===== src/rtl/seq_datapath.sv =====
// Datapath with register file, shifter, ALU, A/B/C pipeline registers and a
// micro-sequencer that runs one whole instruction per accepted command.
module seq_datapath #(
  parameter int WIDTH = 16,
  parameter int NREG  = 8,
  localparam int AW   = $clog2(NREG)
) (
  input  logic             clk,
  input  logic             reset,
  input  logic             cmd_valid,
  output logic             cmd_ready,
  input  logic [2:0]       cmd_op,
  input  logic [AW-1:0]    cmd_rd,
  input  logic [AW-1:0]    cmd_rn,
  input  logic [AW-1:0]    cmd_rm,
  input  logic [1:0]       cmd_shift,
  input  logic [WIDTH-1:0] cmd_imm,
  output logic             done,
  output logic [WIDTH-1:0] result,
  output logic [2:0]       status,
  input  logic [AW-1:0]    dbg_addr,
  output logic [WIDTH-1:0] dbg_data
);

  localparam logic [2:0] OP_MOVI = 3'b000;
  localparam logic [2:0] OP_MOV  = 3'b001;
  localparam logic [2:0] OP_ADD  = 3'b010;
  localparam logic [2:0] OP_CMP  = 3'b011;
  localparam logic [2:0] OP_AND  = 3'b100;
  localparam logic [2:0] OP_MVN  = 3'b101;

  typedef enum logic [2:0] {IDLE, LOADA, LOADB, EXEC, WB} state_t;

  state_t           state;
  logic [WIDTH-1:0] regs [NREG];
  logic [WIDTH-1:0] a_q, b_q, c_q, imm_q;
  logic [2:0]       op_q;
  logic [AW-1:0]    rd_q, rn_q, rm_q;
  logic [1:0]       shift_q;
  logic [2:0]       status_q;

  logic [WIDTH-1:0] bs;
  logic [WIDTH-1:0] alu_out;
  logic             alu_v;

  assign cmd_ready = (state == IDLE) && !reset;
  assign result    = c_q;
  assign status    = status_q;
  assign dbg_data  = regs[dbg_addr];

  always_comb begin
    bs      = b_q;
    alu_out = bs;
    alu_v   = 1'b0;
    case (shift_q)
      2'b01:   bs = b_q << 1;
      2'b10:   bs = b_q >> 1;
      2'b11:   bs = {b_q[WIDTH-1], b_q[WIDTH-1:1]};
      default: bs = b_q;
    endcase
    case (op_q)
      OP_ADD: begin
        alu_out = a_q + bs;
        alu_v   = (a_q[WIDTH-1] == bs[WIDTH-1]) && (alu_out[WIDTH-1] != a_q[WIDTH-1]);
      end
      OP_CMP: begin
        alu_out = a_q - bs;
        alu_v   = (a_q[WIDTH-1] != bs[WIDTH-1]) && (alu_out[WIDTH-1] != a_q[WIDTH-1]);
      end
      OP_AND:  alu_out = a_q & bs;
      OP_MVN:  alu_out = ~bs;
      default: alu_out = bs;
    endcase
  end

  // Operands are latched in LOAD states, so aliasing rd with rn/rm sees old values.
  always_ff @(posedge clk) begin
    if (reset) begin
      state    <= IDLE;
      for (int i = 0; i < NREG; i++) regs[i] <= '0;
      a_q      <= '0;
      b_q      <= '0;
      c_q      <= '0;
      imm_q    <= '0;
      op_q     <= '0;
      rd_q     <= '0;
      rn_q     <= '0;
      rm_q     <= '0;
      shift_q  <= '0;
      status_q <= '0;
      done     <= 1'b0;
    end else begin
      done <= 1'b0;
      case (state)
        IDLE: begin
          if (cmd_valid) begin
            op_q    <= cmd_op;
            rd_q    <= cmd_rd;
            rn_q    <= cmd_rn;
            rm_q    <= cmd_rm;
            shift_q <= cmd_shift;
            imm_q   <= cmd_imm;
            case (cmd_op)
              OP_MOVI:                state <= WB;
              OP_MOV, OP_MVN:         state <= LOADB;
              OP_ADD, OP_AND, OP_CMP: state <= LOADA;
              default:                done  <= 1'b1;
            endcase
          end
        end
        LOADA: begin
          a_q   <= regs[rn_q];
          state <= LOADB;
        end
        LOADB: begin
          b_q   <= regs[rm_q];
          state <= EXEC;
        end
        EXEC: begin
          c_q      <= alu_out;
          status_q <= {alu_out[WIDTH-1], alu_v, alu_out == '0};
          if (op_q == OP_CMP) begin
            state <= IDLE;
            done  <= 1'b1;
          end else begin
            state <= WB;
          end
        end
        WB: begin
          if (op_q == OP_MOVI) begin
            regs[rd_q] <= imm_q;
            c_q        <= imm_q;
          end else begin
            regs[rd_q] <= c_q;
          end
          state <= IDLE;
          done  <= 1'b1;
        end
        default: state <= IDLE;
      endcase
    end
  end

endmodule


===== config.mk =====
export PLATFORM = sky130hd
export DESIGN_NAME = seq_datapath
export DESIGN_NICKNAME = d
export VERILOG_FILES = /design/src/rtl/seq_datapath.sv
export SDC_FILE = /design/constraint.sdc
export NUM_CORES = 1
export LEC_CHECK = 0
export CORE_AREA = 2 2 221 114
export CTS_BUF_LIST = sky130_fd_sc_hd__clkbuf_8 sky130_fd_sc_hd__clkbuf_16
export CTS_CLUSTER_SIZE = 16
export DETAILED_ROUTE_END_ITERATION = 10
export DIE_AREA = 0 0 223 116
export PLACE_DENSITY = 0.78
export SYNTH_ARGS = -nofsm -noshare
export SYNTH_HDL_FRONTEND = slang
export SYNTH_SLANG_ARGS = --single-unit

===== constraint.sdc =====
create_clock -name clk -period 4.45 [get_ports clk]
set_clock_uncertainty 0.2 [all_clocks]
set_input_delay 0.6675 -clock clk [delete_from_list [all_inputs] [get_ports clk]]
set_output_delay 0.6675 -clock clk [all_outputs]
set_load 0.01 [all_outputs]

## Yosys cells after proc, flatten, opt, wreduce, memory -nomap -nowiden

Memories as Yosys holds them, arrays and structs flattened. A register that Yosys moved wholly into a read port is not among the register bits.
Cells that the tools add are included.

| cells by class | value |
|---|---|
| muxes and demuxes | 27 |
| equality and inequality tests | 23 |
| $add $sub $neg | 2 |
| bitwise logic cells | 3 |
| reductions and logical operators | 16 |

Operators by type and width:

| cell | count |
|---|---|
| one-hot mux 16 bit (4 select lines) | 1 |
| 2-to-1 mux 16 bit | 3 |
| one-hot mux 16 bit (3 select lines) | 1 |
| one-hot mux 16 bit (2 select lines) | 1 |
| equality test 3 x 2 -> 1 bit (second input constant) | 6 |
| adder 16 bit | 1 |
| AND 16 bit | 1 |
| zero test 16 bit | 1 |
| NOT 16 bit | 1 |
| OR reduction 16 bit | 1 |
| subtractor 16 bit | 1 |
| equality test 3 bit (second input constant) | 5 |
| 2-to-1 mux 1 bit | 14 |
| one-hot mux 3 bit (4 select lines) | 1 |
| zero test 3 bit | 3 |
| 2-to-1 mux 3 bit | 3 |
| one-hot mux 3 bit (3 select lines) | 1 |
| equality test 3 x 1 -> 1 bit (second input constant) | 2 |
| AND reduction 2 bit | 3 |
| OR reduction 6 bit | 1 |
| equality test 2 bit (second input constant) | 2 |
| != test 2 bit (second input constant) | 2 |
| != test 4 x 1 -> 1 bit (second input constant) | 1 |
| logical AND 1 bit | 3 |
| other kinds (10) | 12 |

| word-level totals | value |
|---|---|
| logic and storage cells | 82 |
| memory bits (writable) | 128 |
| output and inout bits | 37 |
| bits in registers | 53 |
| bits of input ports | 36 |
| memories kept | 1 |

Memory list:

| name | words | bits a word | read ports | clocked after memory_dff | write ports | RTL line | source |
|---|---|---|---|---|---|---|---|
| regs | 8 | 16 | 3 | 2 | 8 | 35 | `logic [WIDTH-1:0] regs [NREG];` |

## Logic depth before layout (Yosys ltp)

Gate-level depths: netlist of the first run.

| logic depth | value |
|---|---|
| depth after elaboration | 8 |
| mapped depth | 18 |
| mapped depth without buffers | 16 |

## Worst setup path after synthesis of the first run

Ideal clock, no wire load.

| timing | value |
|---|---|
| path type | register -> register |
| start point | reg shift_q[0] |
| end point | reg status_q[0], in the netlist status[0] |
| period minus slack after synthesis | 3.941 ns |
| cell stages (with the launch flop) | 19 |
| setup time | 0.069 ns |
| slack | 0.509 ns |
| path buffers | 3 |
| required time | 4.181 ns |
| data arrival time | 3.672 ns |
| cells stage by stage | dfxtp_1 -> buf_4 -> buf_2 -> mux2i_1 -> nor2_1 -> a21oi_1 -> inv_1 -> ha_1 -> clkbuf_1 -> nor3b_1 -> nor3_1 -> nand3_1 -> a2111oi_1 -> xnor2_1 -> o221ai_1 -> a21oi_1 -> nand4b_1 -> or4_1 -> o21ai_1 |

| on the way | value |
|---|---|
| cells in the longest elaborated chain, start to end | 5 |
| elaborated cells on any way between the ends | 10 |
| classes of those cells | add/sub: 2; eq/ne: 3; mux: 2; bitwise: 2; reduce/logical: 1 |

RTL lines:

| element | RTL line | source |
|---|---|---|
| start: declaration | 39 | `logic [1:0] shift_q;` |
| start signal: assignment | 101 | `shift_q <= cmd_shift;` |
| equality test 2 bit or equality test 2 x 1 -> 1 bit (tied branches) | 55 | `case (shift_q)` |
| one-hot mux 16 bit (3 select lines) (*) | 55 |  |
| subtractor 16 bit (tied with other cells) | 67 | `alu_out = a_q - bs;` |
| one-hot mux 16 bit (4 select lines) (*) | 61 | `case (op_q)` |
| zero test 16 bit (*) | 121 | `status_q <= {alu_out[WIDTH-1], alu_v, alu_out == '0};` |
| end signal: assignment | 121 |  |
| end: declaration | 40 | `logic [2:0] status_q;` |

Every way passes the cells marked *; elsewhere a longest branch is shown, timed or not.
A chain may end at the register's enable or synchronous reset.

## Final worst setup path of the first run

Same ends and word-level chain as after synthesis.

==> qor.log, run 1 <==
INFO  hold_path      hold_path_startpoint=status[2]$_SDFFE_PP0P_
INFO  flow_run       maxCapViolCount=0
INFO  critical_path  worst_r2r_endpoint=status[0]$_SDFFE_PP0P_
INFO  synth          yosys_warnings=0
INFO  placement      port_buffers=72
INFO  critical_path  timing.critical_path.mode_cell=sky130_fd_sc_hd__a21oi_2
INFO  pwr            vdd_drop_max=0.212mV
INFO  final_layout   final_util=0.622
INFO  sta            min_period_over_period=0.958
INFO  critical_path  reg2reg_from=shift_q[0]$_SDFFE_PP0P_
INFO  route          route.detailed.drc=0
INFO  sta            hold_viol_final=0
INFO  sta            drv_slew=0
INFO  critical_path  critical_path.top_delay_family=compound AO/OA/AOI/OAI gates
INFO  final_layout   layout.nets=1337
INFO  status         run_status=finished clean
INFO  floorplanning  die_area=0.0259mm2
INFO  synth          synthCells=1217
INFO  route          dr.pass1.iters=8
INFO  sta            clock.fmax=235MHz
INFO  synth          postSynth.asyncResetShare=0
INFO  synth          synth.avg_cell_area=10.7um2
INFO  clock_tree     cts_max_path_buffers=3
INFO  critical_path  critPathLaunchType=register
INFO  floorplanning  placeableCoreArea=0.0238mm2
INFO  floorplanning  design.portCount=73
INFO  final_layout   final_cell_area=0.0148mm2
INFO  placement      routabilityCongestion=0.903
INFO  global_route   grt_pass1_wl=59400um
INFO  final_layout   finalNonFillerCells=1591
INFO  sta            layout_min_cycle_time=4.26ns
INFO  global_route   grt_antenna_before_repair=0
INFO  global_route   grt_max_degree=65
INFO  global_route   grt_overflow_total=0
INFO  critical_path  timing.critical_path.fanout_max=11
INFO  clock_tree     worst_setup_hold_path_clk_slew=0.06ns
INFO  placement      post-dp-hpwl=26700um
INFO  critical_path  timing_worst_setup_path_type=reg2reg
INFO  final_layout   diodes=0
INFO  hold_path      hold_crit_endpoint=status[2]$_SDFFE_PP0P_
INFO  sta            worstMarginPinSlew=1.18ns
INFO  synth          ys_seq_elements=213
INFO  floorplanning  die_w=223um
INFO  route          wl=39200um
INFO  route          post_drt_wl_per_cell=24.6um
INFO  critical_path  start_point_of_the_critical_path=shift_q[0]$_SDFFE_PP0P_
INFO  synth          synth_top_cells_by_count=216 x sky130_fd_sc_hd__nor2_1, 128 x sky130_fd_sc_hd__edfxtp_1, 115 x sky130_fd_sc_hd__nand2_1
INFO  pwr            p_leak=5.03nW
INFO  floorplanning  fp.dieH=116um
INFO  clock_tree     clock_latency=0.51ns
INFO  critical_path  worst_ep_arrival_time=4.49ns
INFO  final_layout   post_route_cells_drive_above_1_share=0.171
INFO  synth          synth_top_area_share=0.294
INFO  critical_path  critPathSlowestCell=sky130_fd_sc_hd__dfxtp_2
INFO  sta            fin_hold_ws=0.261ns
INFO  route          route.vias.total=10750
INFO  critical_path  max_stage_delay=0.50ns
INFO  clock_tree     post_cts_hold_buffer_count=0
INFO  floorplanning  row_count=40
INFO  sta            report.final.setup_viol=0
INFO  route          vias_per_cell=6.76
INFO  synth          synth_enable_flop_cells=128
INFO  sta            timing.max_slew.rel_slack=0.214
INFO  floorplanning  initial_core_util=0.549
INFO  clock_tree     number_of_clock_buffers_inserted_by_tritoncts=21
INFO  critical_path  reg2reg_depth=15
INFO  clock_tree     tritoncts=done
INFO  synth          synthesis.area=0.0131mm2
INFO  hold_path      hold_class=reg2reg
INFO  critical_path  setup.worst_path.end_class=register
INFO  pwr            power_per_cell_area=361mW/mm2
INFO  critical_path  path_buf_inv=1
INFO  critical_path  critical_path.cell_chain=mux2i_1 > nor2_1 > a21oi_2 > inv_1 > ha_1 > a21oi_2 > o211ai_1 > o32ai_2 > o21bai_1 > a21oi_2 > xnor2_1 > a222oi_1 > nand4b_1 > or4_1 > o21ai_1
INFO  synth          netlist_top_cells_area=sky130_fd_sc_hd__edfxtp_1 29%, sky130_fd_sc_hd__mux4_2 17%, sky130_fd_sc_hd__dfxtp_1 13%
INFO  synth          ys_seq_area_frac=0.425
INFO  global_route   vias_in_the_first_global_route=10293
INFO  placement      placed_cells=1554
INFO  synth          synth.net_count=1291
INFO  clock_tree     clock_tree.htree_level_count=1
INFO  hold_path      worst_hold_path.num_cells=2
INFO  synth          synth_ff_type=sky130_fd_sc_hd__edfxtp_1
INFO  synth          synthMostInstantiatedCell=sky130_fd_sc_hd__nor2_1
INFO  placement      placed_cell_areas=0.0141mm2
INFO  critical_path  worstPathRequired=4.68ns
INFO  critical_path  setup.reg_to_reg.worst_slack=0.19ns
INFO  clock_tree     clock_sink_count=213
INFO  route          drtAntennaViolNets=0
INFO  final_layout   area_delta_synth_final=13.3%
INFO  route          initialDrtViolationCount=1545
INFO  clock_tree     clk_root_buffer_cell=sky130_fd_sc_hd__clkbuf_16
INFO  global_route   grt_usage=0.304
INFO  synth          yosys.cell_types.count=73
INFO  synth          synth.largest_area_cell=sky130_fd_sc_hd__edfxtp_1
==> area by class of cell <==
cell class | count | area [um2]
inverter | 29 | 109
clock inverter | 13 | 62.6
tap | 315 | 394
sequential | 213 | 5550
timing repair buffer | 117 | 1070
fill | 1788 | 8980
clock buffer | 23 | 553
multi-input combinational | 881 | 7060
==> cells in the final DEF (no fill, tap or decap), drive strengths merged, types with 10 or more instances in the layout <==
cell type	instances
a21oi	75
nand2	115
clkdlybuf4s50	70
edfxtp	128
nor2	217
nand2b	11
ha	36
dfxtp	85
o21ai	30
inv	36
nand3	12
a211oi	46
buf	47
xnor2	13
o211ai	12
mux2i	71
nor2b	10
mux2	18
clkbuf	23
nor3	15
mux4	96
==> worst reg2reg max path, delay by kind of cell (launching register included) <==
kind                       cells  cell delay (ns)
xor gates and xnor gates       1             0.08
adders and majority gates      1             0.34
AOI/OAI and AO/OA              8             2.03
DFF                            1             0.50
and+or+nand+nor                3             0.69
muxes                          1             0.22
buffers and inverters          1             0.12
==> worst max-delay path by stage <==
stage,to,slack (ns),cells after the start
final,status[0]$_SDFFE_PP0P_,0.19,15
after global routing,status[0]$_SDFFE_PP0P_,-0.005,15
after CTS,status[0]$_SDFFE_PP0P_,0.03,17
after detailed placement,status[0]$_SDFFE_PP0P_,0.06,16
after global placement,status[0]$_SDFFE_PP0P_,0.17,16
after floorplan,status[0]$_SDFFE_PP0P_,0.51,18
==> cell families (layout without fill, tap and decap cells) <==
| group | count (synthesis) | count (layout) | share of synthesized area |
|---|---|---|---|
| mux | 185 | 185 | 0.236 |
| flops | 213 | 213 | 0.425 |
| fa+ha+maj | 38 | 38 | 0.0376 |
| xor+xnor | 17 | 17 | 0.0114 |
| buf+inv | 123 | 182 | 0.0377 |
| simple gates | 417 | 417 | 0.137 |
| compound gates | 224 | 224 | 0.116 |
==> sequential cells by signal, summed over array words and instances (netlist names), 16 cells and up <==
| signal | flops |
|---|---|
| regs | 128 |
| a_q | 16 |
| b_q | 16 |
| imm_q | 16 |
| result | 16 |
==> metal layers <==
metal | global-route usage | vias up | part of all wire
li1 | - | 4616 | -
met1 | 0.405 | 5198 | 0.37
met2 | 0.487 | 799 | 0.46
met3 | 0.0723 | 137 | 0.13
met4 | 0.124 | 0 | 0.038
met5 | 0 | - | 0
==> metrics by stage <==
stage	setup slack (ns)	setup TNS [ns]	total power [mW]
floorplan	0.509	0	3.25
global placement	0.169	0	3.65
detailed placement	0.0634	0	3.68
CTS	0.0312	0	5.29
global route	-0.00499	-0.00499	5.52
finish	0.188	0	5.35
==> power by group <==
group	internal, mW	switching [mW]	total (mW)
logic	0.598	0.764	1.36
clock network	0.891	0.752	1.64
registers	2.19	0.147	2.34
==> timing repair <==
item,in CTS,in global routing
setup buffers,0,1
setup endpoints to repair,0,6
resized for setup,0,7
No activity file was read; power rests on OpenSTA's default activity.
==> run 2: changes to the inputs <==
==> config.mk (replaced) <==
export PLATFORM = sky130hd
export DESIGN_NAME = seq_datapath
export DESIGN_NICKNAME = d
export VERILOG_FILES = /design/src/rtl/seq_datapath.sv
export SDC_FILE = /design/constraint.sdc
export NUM_CORES = 1
export LEC_CHECK = 0
export ABC_AREA = 0
export CORE_AREA = 2 2 244 126
export CTS_BUF_LIST = sky130_fd_sc_hd__clkbuf_8 sky130_fd_sc_hd__clkbuf_16
export CTS_CLUSTER_SIZE = 16
export DETAILED_ROUTE_END_ITERATION = 10
export DIE_AREA = 0 0 246 128
export PLACE_DENSITY = 0.66
export SYNTH_ARGS = -nofsm -noshare
export SYNTH_HDL_FRONTEND = slang
export SYNTH_SLANG_ARGS = --single-unit
==> run 2 against run 1 <==
Register-to-register slack lost 0.03 ns. Flip-flop and latch count unchanged. Power is 4.9% higher. Die area rose by 22%. Cell count grew 6.3%. Non-clock buffer count grew 16. Critical path type unchanged. Largest power group unchanged.
==> qor.log, run 2 (synthesized netlist as in run 1, its figures left out) <==
INFO  route          route.vias.total=10607
INFO  final_layout   largest_register_ffs=128
INFO  final_layout   layout.nets=1353
INFO  route          post_drt_wl_per_cell=24.8um
INFO  clock_tree     tritoncts=done
INFO  critical_path  critical_path.cell_chain=mux2i_1 > nor2_1 > a21oi_2 > inv_1 > ha_1 > or2_0 > a221oi_4 > nor3_1 > nor3_1 > or4_1 > nand3_1 > nor4_2 > nand4b_1 > or4_1 > o21ai_1
INFO  final_layout   final_util=0.511
INFO  global_route   vias_in_the_first_global_route=10130
INFO  clock_tree     cts.repair_timing.setup_buffer_count=0
INFO  critical_path  timing_worst_setup_path_type=reg2reg
INFO  clock_tree     clock_latency=0.53ns
INFO  pwr            share_seq_of_total_power=0.415
INFO  critical_path  critPathSlowestCell=sky130_fd_sc_hd__or4_1
INFO  critical_path  setup.reg_to_reg.worst_slack=0.16ns
INFO  final_layout   area_delta_synth_final=15.7%
INFO  route          dr.pass1.iters=6
INFO  final_layout   most_common_library_cell_in_the_layout_ignoring_fill_and_taps=sky130_fd_sc_hd__nor2_1
INFO  pwr            power_frac_clock=0.328
INFO  final_layout   layout_common_cells=216 x sky130_fd_sc_hd__nor2_1, 128 x sky130_fd_sc_hd__edfxtp_1, 115 x sky130_fd_sc_hd__nand2_1, 96 x sky130_fd_sc_hd__mux4_2, 81 x sky130_fd_sc_hd__dfxtp_1
INFO  pwr            switchingPower=1.77mW
INFO  placement      post-dp-hpwl=29900um
INFO  pwr            p_leak=5.12nW
INFO  critical_path  timing.critical_path.fanout_max=6
INFO  status         run_status=finished clean
INFO  clock_tree     number_of_clock_buffers_inserted_by_tritoncts=21
INFO  flow_run       maxCapViolCount=0
INFO  critical_path  setup.worst_path.end_class=register
INFO  hold_path      hold_class=reg2reg
INFO  placement      pre_cts_setup_slack=0.00538ns
INFO  floorplanning  die_w=246um
INFO  floorplanning  row_count=45
INFO  pwr            vdd_drop_max=0.235mV
INFO  sta            worstMarginPinSlew=1.22ns
INFO  route          drtAntennaViolNets=0
INFO  floorplanning  initial_core_util=0.442
INFO  floorplanning  fp.dieH=128um
INFO  route          vias_per_cell=6.27
INFO  route          route.detailed.drc=0
INFO  sta            layout_setup_ws=0.160ns
INFO  sta            report.final.setup_viol=0
INFO  critical_path  worstPathRequired=4.69ns
INFO  route          wl=41900um
INFO  global_route   grt_pass1_wl=63200um
INFO  pwr            fin_total_pwr=5.61mW
INFO  critical_path  worst_ep_arrival_time=4.53ns
INFO  pwr            swShare=0.315
INFO  pwr            power_report.internal_total=3.84mW
INFO  sta            min_period_over_period=0.964
INFO  floorplanning  placeableCoreArea=0.0296mm2
INFO  critical_path  critPathLaunchType=register
INFO  sta            timing.max_slew.rel_slack=0.189
INFO  placement      port_buffers=72
INFO  global_route   grt_antenna_before_repair=0
INFO  clock_tree     clk_root_buffer_cell=sky130_fd_sc_hd__clkbuf_16
INFO  pwr            comb_power_share=0.257
INFO  sta            hold_viol_final=0
INFO  route          initialDrtViolationCount=1556
INFO  floorplanning  design.portCount=73
INFO  critical_path  max_stage_delay=0.48ns
INFO  clock_tree     cts_max_path_buffers=3
INFO  clock_tree     worst_setup_hold_path_clk_slew=0.08ns
INFO  pwr            power_per_cell_area=371mW/mm2
INFO  floorplanning  die_area=0.0315mm2
INFO  global_route   grt_max_degree=62
INFO  placement      routabilityCongestion=0.943
INFO  global_route   grt_usage=0.271
INFO  global_route   grt_overflow_total=0
INFO  final_layout   diodes=0
INFO  final_layout   largest-register=regs
INFO  clock_tree     clock_tree.htree_level_count=1
INFO  sta            drv_slew=0
INFO  final_layout   post_route_cells_drive_above_1_share=0.188
INFO  clock_tree     clock_sink_count=213
INFO  sta            layout_min_cycle_time=4.29ns
INFO  sta            clock.fmax=233MHz
[run 2: cell types whose count changed in the layout (fill, tap and decap cells not counted), moves of 2 or more]
cell and delta:
sky130_fd_sc_hd__buf_4 +18, sky130_fd_sc_hd__bufinv_16 +2, sky130_fd_sc_hd__clkbuf_8 -2, sky130_fd_sc_hd__clkinv_2 +2
sky130_fd_sc_hd__clkinv_4 +3, sky130_fd_sc_hd__inv_1 -4
[run 2: cell type report]
class | instances | area (um2)
flip-flops and latches | 213 | 5550
well taps | 399 | 499
repair buffers | 133 | 1170
inverters | 29 | 109
clock buffers | 22 | 551
multi-input cells | 881 | 7090
fillers | 2648 | 14500
clock inverters | 15 | 134
[run 2: power groups by stage]
| stage | clock (mW) | combinational, mW | sequential (mW) |
|---|---|---|---|
| after floorplan | 0 | 0.956 | 2.29 |
| after global placement | 0 | 1.37 | 2.36 |
| after detailed placement | 0 | 1.38 | 2.36 |
| after CTS | 1.86 | 1.39 | 2.32 |
| after global routing | 1.93 | 1.54 | 2.34 |
| final | 1.84 | 1.44 | 2.33 |
[run 2: timing repair]
item                                    4_1_cts  5_1_grt
pin swaps                                     0        0
endpoints found under the setup margin        1        3
hold buffers                                  0        0
resized for setup                             1       12
[run 2: worst paths after layout]
| kind | start | endpoint | cells past startpoint |
|---|---|---|---|
| hold reg to reg | status[2]$_SDFFE_PP0P_ | status[2]$_SDFFE_PP0P_ | 2 |
| hold / removal | status[2]$_SDFFE_PP0P_ | status[2]$_SDFFE_PP0P_ | 2 |
| setup reg to reg | shift_q[0]$_SDFFE_PP0P_ | status[0]$_SDFFE_PP0P_ | 15 |
| setup / recovery | shift_q[0]$_SDFFE_PP0P_ | status[0]$_SDFFE_PP0P_ | 15 |
[run 2: metrics by stage]
stage,cells,hold slack (ns),setup TNS (ns),instance area (um2)
finish,1692,0.272,0,15100
global placement,1655,0.250,0,14400
CTS,1692,0.272,0,15000
global route,1692,0.296,-0.107,15100
floorplan,1217,0.246,0,13100
detailed placement,1655,0.262,0,14400
[run 2: per-layer routing]
metal	vias to the layer above	wire length [um]	track usage
met5	-	0	0
met4	0	802	0.0556
met3	65	5400	0.0804
met2	681	16400	0.357
met1	5194	19300	0.430
li1	4667	-	-
[run 2: worst max-delay path, delay by kind of cell, from the launching register on]
family	cells	cell delay, ns
compound gates	3	0.79
fa+ha+maj	1	0.33
buf+inv	1	0.11
flops	1	0.46
mux	1	0.21
simple gates	9	2.12
==> run 3: changes to the inputs <==
--- a/config.mk
+++ b/config.mk
@@ -11,6 +11,7 @@
 export CTS_CLUSTER_SIZE = 16
 export DETAILED_ROUTE_END_ITERATION = 10
 export DIE_AREA = 0 0 246 128
+export MAX_ROUTING_LAYER = met4
 export PLACE_DENSITY = 0.66
 export SYNTH_ARGS = -nofsm -noshare
 export SYNTH_HDL_FRONTEND = slang
==> run 3 against run 2 <==
Critical path depth up 3. Power down 2.8%. Via count decreased by 1.4%. Maximum frequency increased by 0.23%. Register-to-register slack barely moved. Sequential share of layout area increased by 0.16 points. Cell count is essentially flat. Worst hold slack worse by 0.0013 ns.
==> qor.log, run 3 (synthesized netlist as in run 1, its figures left out) <==
INFO  route          route.vias.total=10455
INFO  sta            hold_viol_final=0
INFO  critical_path  critPathLaunchType=register
INFO  pwr            p_leak=5.12nW
INFO  route          drtAntennaViolNets=0
INFO  global_route   grt_max_degree=64
INFO  floorplanning  die_w=246um
INFO  flow_run       maxCapViolCount=0
INFO  floorplanning  row_count=45
INFO  pwr            fin_total_pwr=5.45mW
INFO  pwr            power_per_cell_area=362mW/mm2
INFO  floorplanning  design.portCount=73
INFO  floorplanning  placeableCoreArea=0.0296mm2
INFO  critical_path  setup.worst_path.end_class=register
INFO  final_layout   final_util=0.509
INFO  clock_tree     worst_setup_hold_path_clk_slew=0.08ns
INFO  final_layout   diodes=0
INFO  sta            worstMarginPinSlew=1.16ns
INFO  pwr            comb_power_share=0.261
INFO  clock_tree     tritoncts=done
INFO  hold_path      hold_class=reg2reg
INFO  floorplanning  die_area=0.0315mm2
INFO  placement      post-dp-hpwl=30100um
INFO  final_layout   area_delta_synth_final=15.3%
INFO  sta            min_period_over_period=0.962
INFO  clock_tree     clock_sink_count=213
INFO  route          route.detailed.drc=0
INFO  route          initialDrtViolationCount=1336
INFO  clock_tree     clock_latency=0.52ns
INFO  final_layout   largest-register=regs
INFO  pwr            swShare=0.314
INFO  final_layout   largest_register_ffs=128
INFO  global_route   vias_in_the_first_global_route=10006
INFO  global_route   grt_antenna_before_repair=0
INFO  final_layout   most_common_library_cell_in_the_layout_ignoring_fill_and_taps=sky130_fd_sc_hd__nor2_1
INFO  critical_path  worstPathRequired=4.71ns
INFO  critical_path  worst_ep_arrival_time=4.54ns
INFO  pwr            power_frac_clock=0.310
INFO  clock_tree     clk_root_buffer_cell=sky130_fd_sc_hd__clkbuf_16
INFO  final_layout   post_route_cells_drive_above_1_share=0.184
INFO  final_layout   final_cell_area=0.0150mm2
INFO  route          post_drt_wl_per_cell=24.6um
INFO  sta            clock.fmax=234MHz
INFO  global_route   grt_overflow_total=0
INFO  floorplanning  fp.dieH=128um
INFO  sta            report.final.setup_viol=0
INFO  status         run_status=finished clean
INFO  route          vias_per_cell=6.18
INFO  sta            drv_slew=0
INFO  clock_tree     cts_max_path_buffers=3
INFO  critical_path  timing_worst_setup_path_type=reg2reg
INFO  pwr            share_seq_of_total_power=0.429
INFO  route          dr.pass1.iters=5
INFO  route          wl=41600um
INFO  pwr            vdd_drop_max=0.232mV
INFO  pwr            power_report.internal_total=3.74mW
INFO  final_layout   fillerInstances=2672
INFO  final_layout   layout_common_cells=216 x sky130_fd_sc_hd__nor2_1, 128 x sky130_fd_sc_hd__edfxtp_1, 115 x sky130_fd_sc_hd__nand2_1, 96 x sky130_fd_sc_hd__mux4_2, 81 x sky130_fd_sc_hd__dfxtp_1
INFO  clock_tree     number_of_clock_buffers_inserted_by_tritoncts=20
INFO  sta            layout_min_cycle_time=4.28ns
INFO  pwr            switchingPower=1.71mW
INFO  critical_path  timing.critical_path.fanout_max=6
INFO  placement      routabilityCongestion=0.979
INFO  placement      placed_cell_areas=0.0144mm2
INFO  placement      port_buffers=72
INFO  clock_tree     clock_tree.htree_level_count=1
INFO  sta            timing.max_slew.rel_slack=0.228
INFO  global_route   grt_pass1_wl=62900um
INFO  global_route   grt_usage=0.277
INFO  final_layout   layout.nets=1354
INFO  floorplanning  initial_core_util=0.442
run 3: power by group through the flow:
stage                     clock network [mW]  logic, mW  registers (mW)
after global routing                    1.79       1.52            2.35
after CTS                               1.70       1.38            2.33
after floorplan                            0      0.956            2.29
final                                   1.69       1.42            2.34
after detailed placement                   0       1.37            2.38
after global placement                     0       1.37            2.37
run 3: path summary, 6_finish.rpt:
| kind | from | to | slack (ns) | depth (start not counted) |
|---|---|---|---|---|
| max | shift_q[0]$_SDFFE_PP0P_ | status[0]$_SDFFE_PP0P_ | 0.17 | 18 |
| min | imm_q[0]$_SDFFE_PP0P_ | imm_q[0]$_SDFFE_PP0P_ | 0.27 | 2 |
| max reg2reg | shift_q[0]$_SDFFE_PP0P_ | status[0]$_SDFFE_PP0P_ | 0.17 | 18 |
| min reg2reg | imm_q[0]$_SDFFE_PP0P_ | imm_q[0]$_SDFFE_PP0P_ | 0.27 | 2 |
run 3: critical path, stage by stage (launching register included):
cell,delay [ns]
sky130_fd_sc_hd__dfxtp_4,0.40
sky130_fd_sc_hd__nor3b_2,0.20
sky130_fd_sc_hd__nor2_1,0.08
sky130_fd_sc_hd__inv_1,0.10
sky130_fd_sc_hd__ha_1,0.19
sky130_fd_sc_hd__inv_1,0.06
sky130_fd_sc_hd__fa_1,0.42
sky130_fd_sc_hd__nor3b_4,0.19
sky130_fd_sc_hd__o311ai_2,0.35
sky130_fd_sc_hd__buf_4,0.18
sky130_fd_sc_hd__nand3_1,0.09
sky130_fd_sc_hd__a2111oi_2,0.36
sky130_fd_sc_hd__buf_4,0.18
sky130_fd_sc_hd__xnor2_1,0.10
sky130_fd_sc_hd__o221ai_1,0.13
sky130_fd_sc_hd__a21oi_1,0.24
sky130_fd_sc_hd__nand4b_1,0.12
sky130_fd_sc_hd__or4_1,0.47
sky130_fd_sc_hd__o21ai_1,0.13
run 3: layout make-up:
cell class	count	area, um2	area share
clock buffer	25	581	0.0386
clock inverter	11	46.3	0.00308
inverter	29	109	0.00723
multi-input combinational	881	7070	0.470
sequential	213	5550	0.369
tap	399	499	0.0332
timing repair buffer	135	1190	0.0791
run 3: what timing repair did:
item	CTS	global route
buffers inserted	0	0
hold endpoints to repair	0	0
hold buffers	0	0
gates resized for setup	0	12
setup endpoints to repair	0	7
run 3: through the flow:
| step | setup TNS [ns] | hold WS (ns) | instances | setup WS [ns] |
|---|---|---|---|---|
| CTS | 0 | 0.269 | 1693 | 0.00157 |
| detailed placement | 0 | 0.259 | 1657 | 0.00624 |
| global route | -0.00193 | 0.296 | 1693 | -0.00193 |
| floorplan | 0 | 0.246 | 1217 | 0.509 |
| global placement | 0 | 0.253 | 1657 | 0.0875 |
| finish | 0 | 0.271 | 1693 | 0.170 |
run 3: per-layer routing:
layer  share of wire  track usage  vias up
li1                -            -     4672
met1            0.45        0.420     5044
met2            0.39        0.356      675
met3            0.14       0.0902       64
met4           0.019       0.0556        0
met5               0            -        -
==> variant 1, RTL diff (settings of run 3) <==
Re-encode `state_t` (5 states) as Gray code, 3 bits wide.
--- a/src/rtl/seq_datapath.sv
+++ b/src/rtl/seq_datapath.sv
@@ -29,7 +29,7 @@
   localparam logic [2:0] OP_AND  = 3'b100;
   localparam logic [2:0] OP_MVN  = 3'b101;
 
-  typedef enum logic [2:0] {IDLE, LOADA, LOADB, EXEC, WB} state_t;
+  typedef enum logic [2:0] {IDLE = 3'b000, LOADA = 3'b001, LOADB = 3'b011, EXEC = 3'b010, WB = 3'b110} state_t;
 
   state_t           state;
   logic [WIDTH-1:0] regs [NREG];
Behaviour: no difference found for any inputs over 4 cycles, from zero or initial values and one cycle with reset high; so few cycles prove little.
==> variant 1 against run 3 <==
- worst setup slack better by 0.12 ns
- sequential power is 6% higher
- design area is 0.16% higher
- highest routed layer unchanged
- largest power group unchanged
- cell count is 0.12% higher
- utilization is 0.081 points higher
- count of clock-buffer cells in the layout is 3 lower
- sequential cell count stayed put
- sequential share of layout area is 0.083 points lower
- total power is 18% higher
- wire length is 4.1% higher
- area after synthesis hardly changed
==> variant 1: results <==
set metrics [dict create \
    p_leak_uw 0.00529 \
    max_slew_margin_pct 18.0 \
    clkTransAtPathRegs_ns 0.08 \
    clk_latency_ns 0.53 \
    synth_mux_area_share_pct 23.7 \
    crit_path_max_incr_delay_ns 0.44 \
    critical_path_arrival_ns 4.44 \
    synth_cell_types 74 \
    gp_congestion 0.963 \
    crit_family "simple AND/OR/NAND/NOR gates" \
    netlist_top_cells_count "nor2_1 (210), edfxtp_1 (128), nand2_1 (116)" \
    synth-edff-count 128 \
    synth_compound_area_share_pct 12.5 \
    vias_per_cell 6.26 \
    grt_usage_pct 28.4 \
    htree_levels 1 \
    grt_max_degree 46 \
    grt_pass1_wl_um 63800 \
    synth.yosys.seq_area_share_pct 42.5 \
    synth_area_leaders "edfxtp_1 (29%), mux4_2 (17%), dfxtp_1 (13%), nor2_1 (6.0%), mux2i_1 (5.2%)" \
    cts_max_path_buffers 3 \
    outcome "complete, no violations" \
    largest_reg_flops 128 \
    cts_buffers 21 \
    grt_pass1_vias 10000 \
    synth_flop_cell "edfxtp_1" \
    synth_fa_ha_area_share_pct 3.66 \
    crit_slowest_cell "fa_1" \
    drtIter0Drc 1574 \
    io_buffers 72 \
    cts_root_buf "clkbuf_16" \
    first_pass_iters 5 \
    async_flop_share_pct 0 \
    dp_hpwl_um 31100 \
    diodes 0 \
    layout.nets 1354 \
    pre_cts_ws_ns 0.0201 \
    antenna_found_initial 0 \
    synth_top_family_by_area "multiplexers" \
    synth-xor-area-share_pct 0.939 \
    synth_warnings 0 \
    crit_path_max_fanout 8 \
    routedWlPerCell_um 25.5 \
    min_path_type "flop to flop" \
    top_register "regs" \
    synth_nets 1291 \
    drive_gt1_share_pct 18.1 \
    ir_worst_vdd_mv 0.221 \
]
## variant 1: layer usage
metal,vias up,wire length (um),global-route usage [%]
met5,-,0,-
met4,0,731,4.92
met3,68,5480,7.68
met2,680,17300,37.4
met1,5180,19700,43.4
li1,4689,-,-
## variant 1: repair_timing
action                                  in CTS  in global routing
endpoints found under the setup margin       0                  5
hold endpoints to repair                     0                  0
setup buffers                                0                  2
resized for setup                            0                  8
## variant 1: report_power, final
part / leakage [uW] / switching, uW / internal (uW)
Combinational: 0.00293 / 1210 / 888
Sequential: 0.00202 / 239 / 2250
Clock: 0.000342 / 823 / 1000
Total: 0.00529 / 2280 / 4140
## variant 1: area by class of cell
type	instances	area, sq um
clock buffers	22	539
clock inverters	16	136
fillers	2611	14500
inverters	33	124
multi-input cells	881	7060
flip-flops and latches	213	5550
well taps	399	499
repair buffers	131	1170
## variant 1: metrics by stage
stage	power, uW	util [%]	cells	cell area [sq um]	hold WS (ns)
floorplan	3780	-	1218	13100	0.245
global placement	4520	48.5	1655	14300	0.262
detailed placement	4540	48.5	1655	14300	0.268
CTS	6340	50.8	1693	15000	0.279
global route	6670	51.0	1695	15100	0.295
finish	6410	51.0	1695	15100	0.273
## variant 1: path summary, 6_finish.rpt
check	start	endpoint	slack, ns	depth (start not counted)
setup / recovery	shift_q[1]$_SDFFE_PP0P_	status[0]$_SDFFE_PP0P_	0.29	18
hold / removal	status[1]$_SDFFE_PP0P_	status[1]$_SDFFE_PP0P_	0.27	2
setup reg to reg	shift_q[1]$_SDFFE_PP0P_	status[0]$_SDFFE_PP0P_	0.29	18
hold reg to reg	status[1]$_SDFFE_PP0P_	status[1]$_SDFFE_PP0P_	0.27	2
==> variant 2, RTL diff (flow settings as in run 3) <==
Without the edit above. Change the parameter `WIDTH` from 16 to 12.
--- a/src/rtl/seq_datapath.sv
+++ b/src/rtl/seq_datapath.sv
@@ -1,7 +1,7 @@
 // Datapath with register file, shifter, ALU, A/B/C pipeline registers and a
 // micro-sequencer that runs one whole instruction per accepted command.
 module seq_datapath #(
-  parameter int WIDTH = 16,
+  parameter int WIDTH = 12,
   parameter int NREG  = 8,
   localparam int AW   = $clog2(NREG)
 ) (
Interface: changed (resized cmd_imm, dbg_data and result); port bits go from 73 to 61. No check against the original RTL was run, so the function may have changed too.
==> variant 2 against run 3 <==
- worst setup slack worse by 0.083 ns
- first-iteration DRC count down 15%
- area after synthesis down 22%
- total power down 20%
- wire length down 22%
- sequential cell count down 48
- count of clock-buffer cells in the layout down 8
- design area down 21%
- critical path type unchanged
- critical endpoint unchanged
==> variant 2: results <==
set metrics [dict create \
    clk_latency_ns 0.45 \
    synth.yosys.seq_area_share_pct 42.0 \
    synth_mux_area_share_pct 23.0 \
    final.fill_count 2876 \
    clkTransAtPathRegs_ns 0.07 \
    synth_area_leaders "edfxtp_1 (28%), mux4_2 (16%), dfxtp_1 (14%), nor2_1 (6.7%), mux2i_1 (5.2%)" \
    synth-edff-count 96 \
    use_met2_pct 27.2 \
    rrSetupSlack_ns 0.09 \
    synth_compound_area_share_pct 12.0 \
    synth-xor-area-share_pct 0.948 \
    synth_cell_types 64 \
    min_path_type "flop to flop" \
    drive_gt1_share_pct 17.4 \
    io_buffers 60 \
    netlist_top_cells_count "nor2_1 (180), edfxtp_1 (96), nand2_1 (88)" \
    layout.nets 1087 \
    hold_depth 1 \
    critical_path_arrival_ns 4.55 \
    drtIter0Drc 1139 \
    drt_wl_total_um 32300 \
    synth_nets 1037 \
    cts_buffers 17 \
    cts_max_path_buffers 2 \
    fin_cells 1440 \
    fin_crit_ns 4.36 \
    ir_worst_vdd_mv 0.233 \
    first_pass_iters 5 \
    worstMarginPinSlew_ns 1.21 \
    outcome "complete, no violations" \
    htree_levels 4 \
    grtUsageMet1_pct 32.7 \
    grt_pass1_vias 7915 \
    p_leak_uw 0.00399 \
    r2r_cells 14 \
    vias 8314 \
    postSynthAreaPerCell_sq_um 10.4 \
    dp_hpwl_um 24100 \
    use_met3_pct 6.91 \
    grt_pass1_wl_um 48900 \
    grt_max_degree 66 \
    synth_fa_ha_area_share_pct 3.47 \
    worstHoldStart "status[0]$_SDFFE_PP0P_" \
    async_flop_share_pct 0 \
    largest_reg_flops 96 \
    gp_congestion 1.00 \
    whs_endpoint "status[0]$_SDFFE_PP0P_" \
    final_hold_viol_count 0 \
    crit_start "shift_q[0]$_SDFFE_PP0P_" \
    grt_usage_pct 21.6 \
    synth_flop_cell "edfxtp_1" \
    antenna_found_initial 0 \
]
-- variant 2: changes by cell type after synthesis, moves of 16 or more --
cell / change
dfxtp_1: -16
edfxtp_1: -32
mux2i_1: -18
mux4_2: -24
nand2_1: -27
nor2_1: -36
-- variant 2: logic make-up (layout without fill, tap and decap cells) --
| family | after synthesis | after routing |
|---|---|---|
| mux | 140 | 140 |
| xor+xnor | 11 | 11 |
| fa+ha+maj | 27 | 27 |
| buf+inv | 107 | 170 |
| compound gates | 185 | 185 |
| simple gates | 343 | 343 |
| flops | 165 | 165 |
-- variant 2: how the worst max path moves through the flow --
stage | end | slack [ns] | depth (start not counted)
final | status[0]$_SDFFE_PP0P_ | 0.09 | 14
after global routing | result[11]$_SDFFE_PP0P_ | 0.008 | 13
after CTS | status[0]$_SDFFE_PP0P_ | 0.33 | 14
after detailed placement | status[0]$_SDFFE_PP0P_ | 0.36 | 14
after global placement | status[0]$_SDFFE_PP0P_ | 0.29 | 14
after floorplan | status[0]$_SDFFE_PP0P_ | 0.88 | 17
-- variant 2: critical path, cell delays in order, from the launching register on --
cell and delay, ns:
dfxtp_1 0.53, mux2i_1 0.12, o21ai_0 0.55, ha_1 0.40, a21oi_1 0.24, o22ai_1 0.21, buf_4 0.19, o41ai_1 0.56
xnor2_1 0.19, nor2_1 0.06, nor4_1 0.23, buf_4 0.22, nand4_1 0.23, nor4_1 0.26, a21o_1 0.11
-- variant 2: what timing repair did --
| item | CTS | global route |
|---|---|---|
| endpoints found under the hold margin | 0 | 0 |
| setup buffers | 0 | 0 |
| endpoints found under the setup margin | 0 | 1 |
| resized for setup | 0 | 1 |
-- variant 2: metrics by stage --
| stage | area, sq um | total power, uW | setup WS (ns) | hold slack, ns |
|---|---|---|---|---|
| 2_1_floorplan | 10200 | 2500 | 0.878 | 0.245 |
| 4_1_cts | 11900 | 4320 | 0.326 | 0.263 |
| 6_report | 11900 | 4350 | 0.0872 | 0.259 |
| 5_1_grt | 11900 | 4500 | 0.00765 | 0.280 |
| 3_5_place_dp | 11300 | 2860 | 0.364 | 0.244 |
| 3_3_place_gp | 11300 | 2860 | 0.286 | 0.245 |
-- variant 2: routing by layer --
metal	up-vias	part of all wire, %
met5	-	0
met4	0	1.2
met3	30	14
met2	514	39
met1	4051	46
li1	3719	-
-- variant 2: area by class of cell --
class | instances | area [sq um] | share of cell area (%)
clock buffers | 17 | 425 | 3.58
clock inverters | 15 | 150 | 1.26
flip-flops and latches | 165 | 4270 | 35.9
inverters | 33 | 124 | 1.04
repair buffers | 105 | 928 | 7.82
multi-input cells | 706 | 5480 | 46.2
well taps | 399 | 499 | 4.20
-- variant 2: where the power goes --
part	switching [uW]	internal (uW)
logic	594	443
clock network	731	754
registers	131	1690
total	1460	2890
